### src/rtl/icache_axi_pkg.sv
// Shared types and AXI constants for the icache AXI read bridge.
package icache_axi_pkg;

  localparam int unsigned LINE_WORDS = 16;

  localparam logic [1:0] BURST_INCR = 2'b01;
  localparam logic [2:0] SIZE_4B    = 3'b010;
  localparam logic [1:0] RESP_OKAY  = 2'b00;

  typedef enum logic [1:0] {
    StIdle,
    StAr,
    StR
  } state_e;

endpackage

### src/rtl/axi_r_beat_checker.sv
// Counts R beats of a line refill and flags rid/rresp/rlast violations in a sticky bus_err.
module axi_r_beat_checker #(
  parameter int unsigned ID_WIDTH   = 4,
  parameter int unsigned AXI_ID     = 0,
  parameter int unsigned LINE_WORDS = 16,
  parameter int unsigned CNT_WIDTH  = $clog2(LINE_WORDS)
) (
  input  logic                 clk,
  input  logic                 rst,
  input  logic                 clr,
  input  logic                 hs,
  input  logic [ID_WIDTH-1:0]  rid,
  input  logic [1:0]           rresp,
  input  logic                 rlast,
  output logic [CNT_WIDTH-1:0] beat_cnt,
  output logic                 bus_err
);
  import icache_axi_pkg::*;

  logic last_beat;
  logic beat_err;

  assign last_beat = (beat_cnt == CNT_WIDTH'(LINE_WORDS - 1));

  // rlast must agree with the local count in both directions.
  assign beat_err = (rresp != RESP_OKAY) || (rid != ID_WIDTH'(AXI_ID)) || (rlast != last_beat);

  always_ff @(posedge clk or posedge rst) begin
    if (rst) begin
      beat_cnt <= '0;
      bus_err  <= 1'b0;
    end else begin
      if (clr) begin
        beat_cnt <= '0;
      end else if (hs) begin
        beat_cnt <= beat_cnt + 1'b1;
      end
      if (hs && beat_err) begin
        bus_err <= 1'b1;
      end
    end
  end

endmodule

### src/rtl/icache_axi_rd_bridge.sv
// Turns icache line-refill requests into single AXI4 INCR read bursts of one line.
// Optional perf counters are enabled by defining ICACHE_AXI_PERF_EN.
module icache_axi_rd_bridge #(
  parameter int unsigned DATA_WIDTH = 32,
  parameter int unsigned LINE_WORDS = 16,
  parameter int unsigned ID_WIDTH   = 4,
  parameter int unsigned AXI_ID     = 0,
  parameter int unsigned ADDR_ALIGN = 6
) (
  input  logic                  clk,
  input  logic                  rst,
  input  logic                  mem_iaddr_req,
  input  logic [31:0]           mem_addr,
  output logic                  mem_iaddr_ok,
  output logic                  mem_idata_ok,
  output logic [DATA_WIDTH-1:0] mem_inst_rdata,
  output logic                  mem_idata_rlast,
  output logic [ID_WIDTH-1:0]   arid,
  output logic [31:0]           araddr,
  output logic [7:0]            arlen,
  output logic [2:0]            arsize,
  output logic [1:0]            arburst,
  output logic                  arvalid,
  input  logic                  arready,
  input  logic [ID_WIDTH-1:0]   rid,
  input  logic [DATA_WIDTH-1:0] rdata,
  input  logic [1:0]            rresp,
  input  logic                  rlast,
  input  logic                  rvalid,
  output logic                  rready,
`ifdef ICACHE_AXI_PERF_EN
  output logic [31:0]           perf_req_cnt,
  output logic [31:0]           perf_lat_cyc,
`endif
  output logic                  bus_err
);
  import icache_axi_pkg::*;

  localparam int unsigned CntW = (LINE_WORDS > 1) ? $clog2(LINE_WORDS) : 1;

  state_e                state_q, state_d;
  logic [31:0]           araddr_d;
  logic                  arvalid_d;
  logic                  rready_d;
  logic [DATA_WIDTH-1:0] rdata_q;
  logic [CntW-1:0]       beat_cnt;
  logic                  ar_hs;
  logic                  hs;
  logic                  last_beat;
  logic                  unused_addr_bits;

  assign unused_addr_bits = ^mem_addr[ADDR_ALIGN-1:0];

  assign arid    = ID_WIDTH'(AXI_ID);
  assign arlen   = 8'(LINE_WORDS - 1);
  assign arsize  = SIZE_4B;
  assign arburst = BURST_INCR;

  assign ar_hs     = arvalid & arready;
  assign hs        = rvalid & rready;
  assign last_beat = (beat_cnt == CntW'(LINE_WORDS - 1));

  assign mem_iaddr_ok    = ar_hs;
  assign mem_idata_ok    = hs;
  assign mem_idata_rlast = hs & last_beat;
  assign mem_inst_rdata  = hs ? rdata : rdata_q;

  always_comb begin
    state_d   = state_q;
    araddr_d  = araddr;
    arvalid_d = arvalid;
    rready_d  = rready;
    unique case (state_q)
      StIdle: begin
        if (mem_iaddr_req) begin
          araddr_d  = {mem_addr[31:ADDR_ALIGN], {ADDR_ALIGN{1'b0}}};
          arvalid_d = 1'b1;
          state_d   = StAr;
        end
      end
      StAr: begin
        if (ar_hs) begin
          arvalid_d = 1'b0;
          rready_d  = 1'b1;
          state_d   = StR;
        end
      end
      StR: begin
        if (hs && last_beat) begin
          rready_d = 1'b0;
          state_d  = StIdle;
        end
      end
      default: begin
        arvalid_d = 1'b0;
        rready_d  = 1'b0;
        state_d   = StIdle;
      end
    endcase
  end

  always_ff @(posedge clk or posedge rst) begin
    if (rst) begin
      state_q <= StIdle;
      araddr  <= '0;
      arvalid <= 1'b0;
      rready  <= 1'b0;
      rdata_q <= '0;
    end else begin
      state_q <= state_d;
      araddr  <= araddr_d;
      arvalid <= arvalid_d;
      rready  <= rready_d;
      if (hs) begin
        rdata_q <= rdata;
      end
    end
  end

  axi_r_beat_checker #(
    .ID_WIDTH   (ID_WIDTH),
    .AXI_ID     (AXI_ID),
    .LINE_WORDS (LINE_WORDS),
    .CNT_WIDTH  (CntW)
  ) u_checker (
    .clk      (clk),
    .rst      (rst),
    .clr      (ar_hs),
    .hs       (hs),
    .rid      (rid),
    .rresp    (rresp),
    .rlast    (rlast),
    .beat_cnt (beat_cnt),
    .bus_err  (bus_err)
  );

`ifdef ICACHE_AXI_PERF_EN
  logic [31:0] req_cnt_q;
  logic [31:0] lat_cyc_q;

  always_ff @(posedge clk or posedge rst) begin
    if (rst) begin
      req_cnt_q <= '0;
      lat_cyc_q <= '0;
    end else begin
      if (ar_hs && (req_cnt_q != '1)) begin
        req_cnt_q <= req_cnt_q + 1'b1;
      end
      if ((state_q != StIdle) && (lat_cyc_q != '1)) begin
        lat_cyc_q <= lat_cyc_q + 1'b1;
      end
    end
  end

  assign perf_req_cnt = req_cnt_q;
  assign perf_lat_cyc = lat_cyc_q;
`endif

endmodule
### config.mk
export PLATFORM = sky130hd
export DESIGN_NAME = icache_axi_rd_bridge
export DESIGN_NICKNAME = d
export VERILOG_FILES = /design/src/rtl/icache_axi_pkg.sv /design/src/rtl/axi_r_beat_checker.sv /design/src/rtl/icache_axi_rd_bridge.sv
export SDC_FILE = /design/constraint.sdc
export NUM_CORES = 1
export LEC_CHECK = 0
export CAP_MARGIN = 30
export CELL_PAD_IN_SITES_DETAIL_PLACEMENT = 0
export CELL_PAD_IN_SITES_GLOBAL_PLACEMENT = 2
export CORE_MARGIN = 2
export CORE_UTILIZATION = 23
export DETAILED_ROUTE_END_ITERATION = 7
export GPL_ROUTABILITY_DRIVEN = 1
export PLACE_DENSITY_LB_ADDON = 0.1
export SETUP_SLACK_MARGIN = 0.02
export SYNTH_ARGS = -nofsm -noshare
export SYNTH_HDL_FRONTEND = slang
export SYNTH_HIERARCHICAL = 1
export SYNTH_SLANG_ARGS = --single-unit
export TNS_END_PERCENT = 100
### constraint.sdc
create_clock -name clk -period 2.4 [get_ports clk]
set_clock_uncertainty 0.2 [all_clocks]
set_input_delay 0.24 -clock clk [delete_from_list [all_inputs] [get_ports clk]]
set_output_delay 0.24 -clock clk [all_outputs]
set_load 0.01 [all_outputs]
==> flow_results.org <==
** Outcome
- The run finished with clean final reports.

** Place
- OpenSTA, run right after detailed placement, puts the worst setup slack at 0.0282 ns.
- Placed wire-length estimate after detailed placement :: 4730 microns
- Inst Count DP :: 494
- Port-buffer cells :: 133
- Routability-driven placement congestion ratio :: 0.671

** Global routing
- Met1 track utilization from global routing :: 0.124
- Total overflow reported by the global router :: 0
- After global routing, the most crowded layer is met2.
- Pin count of the biggest net entering global routing :: 37
- For this run, the total global-route usage over all layers was measured as 0.102.
- The number of global-route vias before repair came to 2032.
- For this run, global-route usage on met3 was measured as 0.0492.
- The number of antenna violations at the first check in global routing came to 0.
- GRT met2 Usage :: 0.155
- Wire length of the first global-routing pass :: 10400 microns

** Cells and area
- Combined area of the multi-input logic cells :: 1030 sq um
- Layout cell share with drive strength beyond 1 :: 0.257
- Count of non-filler cells in the finished layout :: 514
- Filler Cell Count :: 1202
- The net count of the finished layout is 419.
- Count of antenna diodes in the layout :: 0
- Registers take 1680 sq um.
- Post-synthesis to final-layout area growth :: 64.7%

** Clock network
- Clock Sinks :: 67
- Maximum buffer depth of the clock tree :: 2
- After clock tree synthesis, the clock-pin slew on the worst setup and hold paths is 0.05 ns.
- CTS buffer count :: 9
- The clock reaches the later pin of the worst-skew pair after 0.32 ns.
- CTS Root Cell :: sky130_fd_sc_hd__clkbuf_16
- TritonCTS built the clock tree.
- Count of H-tree levels built during CTS :: 3

** Logic synthesis
- The synthesized design contains 67 register bits.
- In the synthesized netlist the dominant register cell turns out to be sky130_fd_sc_hd__dfrtp_1.
- Most used standard cell by instance count after synthesis :: sky130_fd_sc_hd__dfrtp_1
- Most area-consuming cells after synthesis :: sky130_fd_sc_hd__dfrtp_1, sky130_fd_sc_hd__mux2_2, sky130_fd_sc_hd__mux2_4
- Counting flops with an async set or reset pin after synthesis yields a share of 1.00.
- Synthesis produced a netlist whose cell count is 194.
- Synth Cell Area :: 2880 sq um
- Post-synth top cells :: sky130_fd_sc_hd__dfrtp_1, sky130_fd_sc_hd__mux2_2, sky130_fd_sc_hd__buf_4, sky130_fd_sc_hd__mux2_4, sky130_fd_sc_hd__nor2_1
- The synthesized design contains 0 enable-type register cells.
- Synthesis warning total :: 6
- The synthesized netlist contains 25 unique library cells.
- The share of the Yosys chip area taken by registers is 0.583.
- Average cell area after synthesis :: 14.8 sq um
- Largest area contributor in the synthesized netlist :: sky130_fd_sc_hd__dfrtp_1
- Of the post-synthesis cell area, the dominant cell type holds 0.583.

** Hold path
- Depth of the worst hold-timing path :: 1
- The path with the worst hold slack has its endpoint at rdata_q[8]$_DFF_PP0_.
- Min-delay worst type :: reg -> reg
- Startpoint of the tightest hold check path :: rdata_q[8]$_DFF_PP0_

** Critical path
- The signal on the critical path passes through nand2_2 > buf_12 > mux2_2 > clkdlybuf4s50_1.
- Reg2reg start :: state_q[0]$_DFFE_PP0P_
- Critical path class :: reg -> out
- Kind of capture point of the worst setup path :: output pin
- For the worst setup path, the data arrival time is 1.88 ns.
- Critical path data required time :: 1.96 ns
- Buffers & Inverters on Critical Path :: 2
- Worst flop-to-flop path endpoint :: araddr[20]$_DFFE_PP0P_
- The worst setup path is launched from a register.
- The cell family contributing the most delay on the critical path is buffers and inverters.
- In this run the worst path has a maximum fanout of 17.
- Slowest cell on crit path :: sky130_fd_sc_hd__clkdlybuf4s50_1
- Setup slack on the worst reg-to-reg path comes out at 0.70 ns.
- In this design, the stage delay of the slowest critical-path cell is 0.49 ns.
- Cell depth of the worst flop-to-flop path :: 3

** Power
- Maximum vdd ir drop :: 499 uV
- Leakage component of the power :: 0.00228 uW
- Power density cells :: 1210 nW/um^2

** STA
- Final setup vio count :: 0
- Setup slack on the critical path of the routed design comes to 0.0803 ns.
- Based on the critical path, the design can be clocked at up to 0.431 GHz.
- Setup repair after global routing could not meet its margin everywhere.
- The hold violation count in the final report is 0.
- Counting I/O delays and the setup requirement, the final critical path takes 2.32 ns.
- Max Slew Vio Count :: 0
- Post-route fraction of the period consumed by the critical path :: 0.967
- In the final timing run, aggregate negative setup slack is 0 ns.

** Floorplan
- Y dimension of the die :: 116 microns
- Rows :: 40
- Die area :: 13400 sq um
- I/O pins :: 163
- Initial cell density of the core :: 0.238
- The total area inside the core boundary comes to 12100 sq um.
- Horiz. Die Dim :: 116 microns

** Drt
- The routed layout has 1967 vias.
- Dividing the detail-routed via count by the number of cells gives 3.83.
- Wires add up to 6740 microns.
- The first detailed-routing pass took 4 iterations.
- The count of nets left with antenna violations once routing finished came out at 0.
- In the final routed layout, each cell accounts on average for 13.1 microns.
- Number of remaining DRC errors :: 0
- DRC violation total after the first TritonRoute iteration :: 49

** Flow run
- The tool flagged a number of max-cap violations equal to 0.
## cells in the final DEF, fill, tap and decap left out, types with 2 or more instances in the layout
| cell | n |
|---|---|
| sky130_fd_sc_hd__a21oi_1 | 3 |
| sky130_fd_sc_hd__buf_12 | 3 |
| sky130_fd_sc_hd__buf_4 | 8 |
| sky130_fd_sc_hd__clkbuf_16 | 9 |
| sky130_fd_sc_hd__clkbuf_8 | 3 |
| sky130_fd_sc_hd__clkdlybuf4s50_1 | 102 |
| sky130_fd_sc_hd__clkinv_2 | 2 |
| sky130_fd_sc_hd__conb_1 | 23 |
| sky130_fd_sc_hd__dfrtp_1 | 67 |
| sky130_fd_sc_hd__dlygate4sd2_1 | 4 |
| sky130_fd_sc_hd__dlymetal6s2s_1 | 27 |
| sky130_fd_sc_hd__inv_1 | 4 |
| sky130_fd_sc_hd__mux2_2 | 39 |
| sky130_fd_sc_hd__mux2_4 | 19 |
| sky130_fd_sc_hd__nand2_1 | 4 |
| sky130_fd_sc_hd__nand3_1 | 2 |
| sky130_fd_sc_hd__nand4_1 | 2 |
| sky130_fd_sc_hd__nor2_1 | 8 |
| sky130_fd_sc_hd__xor2_1 | 3 |
## per-layer routing
metal	part of all wire	wire length [microns]
met2	0.43	2930
met5	0	0
met4	0.016	106
met3	0.10	691
met1	0.45	3020
## timing repair
action,CTS,global route
buffers inserted,0,4
hold buffers,1,0
endpoints found under the hold margin,5,0
resized for setup,5,27
setup endpoints to repair,32,28
## area by class of cell
| class | count | share of cell area |
|---|---|---|
| Sequential cell | 67 | 0.354 |
| Clock buffer | 13 | 0.0570 |
| Timing Repair Buffer | 145 | 0.322 |
| Clock inverter | 2 | 0.00211 |
| Inverter | 5 | 0.00396 |
| Tap cell | 168 | 0.0444 |
| Multi-Input combinational cell | 114 | 0.217 |
## power breakdown
part           internal [uW]  switching (uW)
registers               1680             238
clock network            774             451
logic                   1620             955
total                   4070            1640
## worst max-delay path by stage
stage | from | endpoint | cells past startpoint
CTS | rready$_DFFE_PP0P_ | mem_inst_rdata[31] | 4
finish | rready$_DFFE_PP0P_ | mem_inst_rdata[13] | 4
detailed placement | rvalid | mem_inst_rdata[27] | 5
floorplan | rst | araddr[10]$_DFFE_PP0P_ | 1
global placement | rvalid | mem_inst_rdata[27] | 5
global route | rready$_DFFE_PP0P_ | mem_inst_rdata[13] | 4
## registers in the layout, summed over array words and instances, names as in the netlist
name,cells
arvalid,1
state_q,2
u_checker/beat_cnt,4
u_checker/bus_err,1
araddr,26
rdata_q,32
rready,1
## cells by family (layout without fill, tap and decap cells)
| kind of cell | Yosys count | in the layout | share of synthesized area |
|---|---|---|---|
| multiplexers | 59 | 59 | 0.255 |
| AND/OR/NAND/NOR | 20 | 20 | 0.0361 |
| buffers and inverters | 34 | 165 | 0.0904 |
| other | 2 | 23 | 0.00261 |
| XOR/XNOR | 4 | 4 | 0.0122 |
| adder cells (fa/ha/maj) | 1 | 1 | 0.00435 |
| flip-flops | 67 | 67 | 0.583 |
| AO/OA/AOI/OAI | 7 | 7 | 0.0165 |
## metrics by stage
| step | util | instance area, sq um | total power, uW | hold WS (ns) |
|---|---|---|---|---|
| after floorplan | - | 2960 | 3250 | -0.181 |
| after global placement | 0.359 | 4350 | 4600 | 0.277 |
| after detailed placement | 0.359 | 4350 | 4620 | 0.283 |
| after CTS | 0.383 | 4640 | 5880 | 0.296 |
| after global routing | 0.391 | 4740 | 6100 | 0.305 |
| final | 0.391 | 4740 | 5720 | 0.290 |
Note: power is estimated with default switching activity, not from simulation.
